===== src/rtl/pkt_data_pkg.sv =====
// Shared definitions for the PN packet data source.
// Holds the mode codes, the FSM state encoding, the LFSR reset seed and small helpers.
// No ports: this is a package imported by pkt_data_src and its bench.
package pkt_data_pkg;

  // MODE_CTRL encodings. Any other value means the source is switched off.
  localparam logic [3:0] MODE_BPSK = 4'b0001;
  localparam logic [3:0] MODE_QPSK = 4'b0010;
  localparam logic [3:0] MODE_MIX  = 4'b0100;

  // Packet FSM states.
  typedef enum logic [1:0] {
    ST_IDLE      = 2'd0,
    ST_LOAD      = 2'd1,
    ST_SEND      = 2'd2,
    ST_WAIT_SENT = 2'd3
  } pkt_state_t;

  // LFSR seed: all ones, sliced down to the configured register length.
  localparam logic [15:0] LFSR_SEED = 16'hFFFF;

  function automatic logic mode_defined(input logic [3:0] mode);
    return (mode == MODE_BPSK) || (mode == MODE_QPSK) || (mode == MODE_MIX);
  endfunction

  // A zero-length request still produces a one-bit payload; oversize requests saturate.
  function automatic logic [15:0] clamp_len(input logic [15:0] len, input logic [15:0] max_len);
    logic [15:0] res;
    res = len;
    if (len == 16'd0) begin
      res = 16'd1;
    end else if (len > max_len) begin
      res = max_len;
    end
    return res;
  endfunction

endpackage


===== src/rtl/pn_lfsr_step.sv =====
// Combinational one- and two-step next state of a Fibonacci PN register.
// Latency: zero (pure combinational). Backpressure: none, the caller decides when to commit.
// Ports: state (current register), next1 (after one shift), next2 (after two shifts).
// The new PN bit of each shift enters at bit 0, so next1[0] is the first output bit
// and next2[0] the second.
module pn_lfsr_step #(
  parameter int          N    = 7,
  parameter logic [15:0] TAPS = 16'h0060
) (
  input  logic [N-1:0] state,
  output logic [N-1:0] next1,
  output logic [N-1:0] next2
);

  // Tap bit i selects stage i+1, i.e. register bit i.
  localparam logic [N-1:0] MASK = TAPS[N-1:0];

  logic fb1;
  logic fb2;

  assign fb1   = ^(state & MASK);
  assign next1 = {state[N-2:0], fb1};
  assign fb2   = ^(next1 & MASK);
  assign next2 = {next1[N-2:0], fb2};

endmodule


===== src/rtl/pkt_data_src.sv =====
// PN-sequence packet source: emits BPSK (1 bit) or QPSK (2 bit) symbols as AXI-stream packets.
// Latency: two enabled cycles from a defined mode (IDLE->LOAD->SEND) to the first valid beat.
// Backpressure: a beat needs clk_enable & tvalid & tready; otherwise all outputs and state hold.
// Ports: clk/rst (sync, active-high), clk_enable symbol strobe, MODE_CTRL/len_cfg configuration,
//        pkt_sent downstream done pulse, data_* AXIS source, payload_length and pkt_count status.
module pkt_data_src
  import pkt_data_pkg::*;
#(
  parameter int          BYTES     = 1,
  parameter int          LFSR_N    = 7,
  parameter logic [15:0] LFSR_TAPS = 16'h0060,
  parameter int          PAD_SYMBS = 4,
  parameter logic [15:0] MAX_LEN   = 16'd2048
) (
  input  logic               clk,
  input  logic               rst,
  input  logic               clk_enable,
  input  logic [3:0]         MODE_CTRL,
  input  logic [15:0]        len_cfg,
  input  logic               pkt_sent,
  output logic [BYTES*8-1:0] data_tdata,
  output logic               data_tvalid,
  input  logic               data_tready,
  output logic               data_tlast,
  output logic               data_tuser,
  output logic [15:0]        payload_length,
  output logic [15:0]        pkt_count
);

  localparam logic [15:0] PAD_W = PAD_SYMBS[15:0];

  pkt_state_t        state_q;
  pkt_state_t        state_d;
  logic              bpsk_q;      // symbol type of the packet being sent
  logic              mix_flag_q;  // MIX alternation, survives across packets
  logic [15:0]       len_q;
  logic [15:0]       nsym_q;
  logic [15:0]       sym_cnt_q;
  logic [15:0]       pkt_cnt_q;
  logic [LFSR_N-1:0] lfsr_q;
  logic [LFSR_N-1:0] lfsr_next1;
  logic [LFSR_N-1:0] lfsr_next2;

  logic              send_vld;
  logic              beat;
  logic              last_sym;
  logic              mode_ok;
  logic              load_bpsk;
  logic [15:0]       len_clamped;
  logic [16:0]       len_p1;
  logic [15:0]       nsym_calc;

  pn_lfsr_step #(
    .N    (LFSR_N),
    .TAPS (LFSR_TAPS)
  ) u_step (
    .state (lfsr_q),
    .next1 (lfsr_next1),
    .next2 (lfsr_next2)
  );

  assign send_vld = (state_q == ST_SEND);
  assign beat     = clk_enable & send_vld & data_tready;
  assign last_sym = (sym_cnt_q == (nsym_q - 16'd1));
  assign mode_ok  = mode_defined(MODE_CTRL);

  // Packet sizing evaluated from the live configuration; only committed in LOAD.
  assign len_clamped = clamp_len(len_cfg, MAX_LEN);
  assign len_p1      = {1'b0, len_clamped} + 17'd1;

  always_comb begin
    load_bpsk = 1'b0;
    case (MODE_CTRL)
      MODE_BPSK: load_bpsk = 1'b1;
      MODE_MIX:  load_bpsk = mix_flag_q;  // flag starts at 0, so MIX opens with QPSK
      default:   load_bpsk = 1'b0;
    endcase
  end

  // QPSK carries two bits per symbol, an odd trailing bit still takes a whole symbol.
  assign nsym_calc = (load_bpsk ? len_clamped : len_p1[16:1]) + PAD_W;

  // Next state and outputs. Outputs depend only on registers, so they cannot change
  // while a beat is stalled.
  always_comb begin
    state_d     = state_q;
    data_tvalid = send_vld;
    data_tlast  = send_vld & last_sym;
    data_tuser  = send_vld & bpsk_q;
    data_tdata  = '0;
    if (send_vld) begin
      data_tdata[0] = lfsr_next1[0];
      data_tdata[1] = ~bpsk_q & lfsr_next2[0];
    end

    case (state_q)
      ST_IDLE: begin
        if (mode_ok) state_d = ST_LOAD;
      end
      ST_LOAD: begin
        // The mode may have been withdrawn since IDLE; fall back rather than send garbage.
        state_d = mode_ok ? ST_SEND : ST_IDLE;
      end
      ST_SEND: begin
        if (beat && last_sym) state_d = ST_WAIT_SENT;
      end
      ST_WAIT_SENT: begin
        if (pkt_sent) state_d = mode_ok ? ST_LOAD : ST_IDLE;
      end
      default: state_d = ST_IDLE;
    endcase
  end

  always_ff @(posedge clk) begin
    if (rst) begin
      state_q    <= ST_IDLE;
      bpsk_q     <= 1'b0;
      mix_flag_q <= 1'b0;
      len_q      <= 16'd0;
      nsym_q     <= 16'd0;
      sym_cnt_q  <= 16'd0;
      pkt_cnt_q  <= 16'd0;
      lfsr_q     <= LFSR_SEED[LFSR_N-1:0];
    end else if (clk_enable) begin
      state_q <= state_d;
      case (state_q)
        ST_LOAD: begin
          if (mode_ok) begin
            len_q     <= len_clamped;
            bpsk_q    <= load_bpsk;
            nsym_q    <= nsym_calc;
            sym_cnt_q <= 16'd0;
            if (MODE_CTRL == MODE_MIX) mix_flag_q <= ~mix_flag_q;
          end
        end
        ST_SEND: begin
          if (beat) begin
            // The LFSR runs continuously across packets so the stream stays contiguous.
            lfsr_q <= bpsk_q ? lfsr_next1 : lfsr_next2;
            if (last_sym) begin
              sym_cnt_q <= 16'd0;
              pkt_cnt_q <= pkt_cnt_q + 16'd1;
            end else begin
              sym_cnt_q <= sym_cnt_q + 16'd1;
            end
          end
        end
        default: ;
      endcase
    end
  end

  assign payload_length = len_q;
  assign pkt_count      = pkt_cnt_q;

endmodule


===== config.mk =====
export PLATFORM = sky130hd
export DESIGN_NAME = pkt_data_src
export DESIGN_NICKNAME = d
export VERILOG_FILES = /design/src/rtl/pkt_data_pkg.sv /design/src/rtl/pn_lfsr_step.sv /design/src/rtl/pkt_data_src.sv
export SDC_FILE = /design/constraint.sdc
export NUM_CORES = 1
export LEC_CHECK = 0
export BUFFER_PORTS_ARGS = -buffer_cell sky130_fd_sc_hd__buf_2
export CAP_MARGIN = 20
export CORE_MARGIN = 2
export CORE_UTILIZATION = 50
export CTS_BUF_LIST = sky130_fd_sc_hd__clkbuf_8
export DETAILED_ROUTE_END_ITERATION = 8
export GPL_TIMING_DRIVEN = 0
export PLACE_DENSITY = 0.79
export SETUP_SLACK_MARGIN = 0.02
export SLEW_MARGIN = 5
export SYNTH_ARGS = -nofsm -noshare
export SYNTH_HDL_FRONTEND = slang
export SYNTH_SLANG_ARGS = --single-unit

===== constraint.sdc =====
create_clock -name clk -period 9.1 [get_ports clk]
set_clock_uncertainty 0.05 [all_clocks]
set_input_delay 1.365 -clock clk [delete_from_list [all_inputs] [get_ports clk]]
set_output_delay 1.365 -clock clk [all_outputs]
set_load 0.05 [all_outputs]

==> metrics.md <==
| Metric | Value |
|---|---|
| Outcome | `complete, no violations` |
| Crit-path cells | `clkbuf_1, nor4_1, nand2_1, nor4_2, o22ai_1, nor4_1, and2_1, buf_2` |
| Final setup viols | `0` |
| Total core area | `8636 um^2` |
| Critical Path Most Common Cell | `nor4_1` |
| Arr. time, crit path | `3.38 ns` |
| H-tree Lvls | `3` |
| Number of synthesized flops with an enable pin | `0` |
| Area delta synth->final | `14.71%` |
| Total gr overflow | `0` |
| Gp weighted congestion | `between 0.8 and 0.9` |
| Combinational Power Share | `9.7%` |
| Startpoint Class | `flop` |
| Antenna viol nets, final | `0` |
| DIE WIDTH | `97.96 um` |
| Antenna fix cells | `0` |
| LEAKAGE | `0.002009 uW` |
| Largest cells by area after synthesis | `dfxtp_1, xor2_1, nor2_1, nand4_1, nand2_1` |
| Post-Syn Instances | `~540` |
| Max rail drop VDD | `0.00007340 V` |
| Post-CTS Repair Setup Buffers | `0` |
| Setup CP Type | `reg2out` |
| Total wire length | `around 11000 um` |
| Clk_lat worst skew | `0.36 ns` |
| Clock share of power | `40.6%` |
| DIE AREA | `between 9000 and 10000 um^2` |
| Ys Warns | `0` |
| CTS tree | `built` |
| Post-synthesis cell type count | `61` |
| Clock sink count | `75` |
| Detailed Routing Iterations Pass 1 | `5` |
| Post-CTS sizing | `0` |
| CP max FO | `9` |
| Req. time, crit path | `just under 8 ns` |
| CTS Hold Buffers Added | `0` |
| Port bufs | `57` |
| Fraction of layout instances using a drive strength above 1 | `15.02%` |
| Root Driver | `clkbuf_8` |
| WHS | `0.4126 ns` |
| Final min period | `4.797 ns` |
| Worst path buffer plus inverter count | `2` |
| HPWL after DPL | `~8000 um` |
| Clock transition at path regs | `0.08 ns` |
| Fin Setup TNS | `0 ns` |
| Final #Nets | `650` |
| Synthesized cell area | `4414 um^2` |
| Vias in the first global route | `~3800` |
| Worst path top cell family by delay | `simple AND/OR/NAND/NOR gates` |
| Rows | `34` |
| CTS Buf Count | `9` |
| Power density over cell area | `131.8 nW/um^2` |
| Hold Fails Final Rpt | `0` |
| Hold crit path type | `reg2reg` |
| R2R Setup Slk | `between 5 and 6 ns` |
| Slew Viols, Final | `0` |
| Metal-1 WL | `about 4700 um` |
| Die Ht | `97.96 um` |
| Starting Density | `between 50 and 60%` |
| #FFs+latches synth | `75` |
| Mean Syn Cell Area | `~8.2 um^2` |
| IO Count | `68` |
| Worst stage delay on the critical path | `around 0.9 ns` |
| Initial antenna violation count | `0` |
| Top layer in use | `met4` |
| Top_reg_cell synth | `dfxtp_1` |
| CP max stage cell | `nor4_1` |
| Fin crit share | `52.71%` |
| Psw | `approximately 180 uW` |
| First-pass GRT wire length | `17390 um` |
| Most frequent cells in the layout | `dfxtp_1, nor2_1, buf_2` |
| Rel. slew slack | `31.07%` |
| Sequential power share | `about half` |
| Sw Share | `between 20% and 30%` |
| Commonest non-fill, non-tap cell in the layout | `dfxtp_1` |
| Largest net degree at the start of global routing | `15` |
| Max Clk Rate | `208.5 MHz` |
| Via-to-Cell Ratio | `5.713` |
| Slew @ Worst Pin | `1.025 ns` |
| RSZ-0062 raised after global routing | `false` |
| Post-synth top area share | `between 30% and 40%` |
| P_int | `a little under 500 uW` |
| WL met3 | `639 um` |
| Cell taking the most area after synthesis | `dfxtp_1` |
| Deepest clock path buffer count | `2` |
| Sequential area share after synthesis | `34.01%` |
| Fraction of registers with async set/reset | `0%` |
| Wire per inst | `14.49 um` |
| Via count | `4153` |
| Critical path endpoint category | `output pin` |
| Met2 WL | `just over 5000 um` |
| Max Cap Viol | `0` |
| GRT Total Usage | `21.61%` |
| 1st-iter DRT viols | `approximately 150` |
| DRC Markers | `0` |
## cell families after synthesis
group	share of synthesized area, %
XOR/XNOR	11.82
adder cells (fa/ha/maj)	3.118
AND/OR/NAND/NOR	28.66
multiplexers	1.814
AO/OA/AOI/OAI	15.48
flip-flops	34.01
buffers and inverters	5.017
other	0.08495
## sequential cells by signal, indices dropped and copies added (netlist names), named ones only
register	count
nsym_q	16
payload_length	16
pkt_count	16
sym_cnt_q	16
lfsr_q	7
bpsk_q	1
mix_flag_q	1
state_q	1
## power by group through the flow
stage	clock, uW	sequential (uW)	combinational [uW]
2_1_floorplan	0	339	46.1
3_3_place_gp	0	339	62.1
3_5_place_dp	0	339	63.9
4_1_cts	272	332	64.2
5_1_grt	288	332	70.8
6_report	271	332	64.9
## synthesized netlist by cell type (all sizes together) (2+ instances only)
cell type	n
a21oi	22
or2	3
nor3b	4
a31oi	7
nand4b	2
nand4	25
or3	3
a311oi	3
a211o	8
nand3	16
ha	11
and4	6
nand3b	3
and3	10
xnor2	17
nor2	71
inv	11
and2	20
nor2b	4
buf	11
or4	7
a211oi	16
o21a	4
mux2i	8
and3b	3
nor3	7
nand2b	3
clkbuf	28
dfxtp	75
o211a	2
nor4	9
a22oi	5
xor2	40
o22ai	2
nand2	41
o21ai	12
o211ai	4
o31ai	2
o2111ai	2
## worst min-delay path, delay by kind of cell, from the launching register on
family | cells | cell delay, ns
AND/OR/NAND/NOR | 1 | 0.05
flip-flops | 1 | 0.32
AO/OA/AOI/OAI | 1 | 0.05
## routing by layer
layer	global-route usage, %	up-vias
met4	7.585	0
met2	35.30	132
met5	0	-
met3	4.152	10
li1	-	2061
met1	28.62	1950
## per-stage QoR
step           power, uW  setup WS (ns)  util, %  instances  cell area (um^2)
3_3_place_gp       401.4          4.380    56.20        711              4853
6_report           667.2          4.304    58.64        727              5064
3_5_place_dp       403.3          4.273    56.20        711              4853
2_1_floorplan      385.5          4.851        -        546              4433
5_1_grt            690.8          3.952    58.64        727              5064
4_1_cts            668.3          4.309    58.64        727              5064
## layout make-up
class | instances | area, um^2
tap | 108 | 135.1
clock inverter | 6 | 72.57
clock buffer | 10 | 137.6
sequential | 75 | 1501
buffer | 39 | 180.2
timing repair buffer | 57 | 285.3
inverter | 11 | 41.29
fill | 765 | 3572
multi-input combinational | 421 | 2710
## worst paths after layout
check,to,cells after the start,startpoint
worst max-delay path,data_tlast,8,nsym_q[5]$_SDFFE_PP0P_
worst min-delay path,payload_length[6]$_SDFFE_PP0P_,2,payload_length[6]$_SDFFE_PP0P_
worst max register to register,sym_cnt_q[6]$_SDFFE_PP0P_,11,nsym_q[5]$_SDFFE_PP0P_
worst min register to register,payload_length[6]$_SDFFE_PP0P_,2,payload_length[6]$_SDFFE_PP0P_
(Power assumes the default switching activity.)
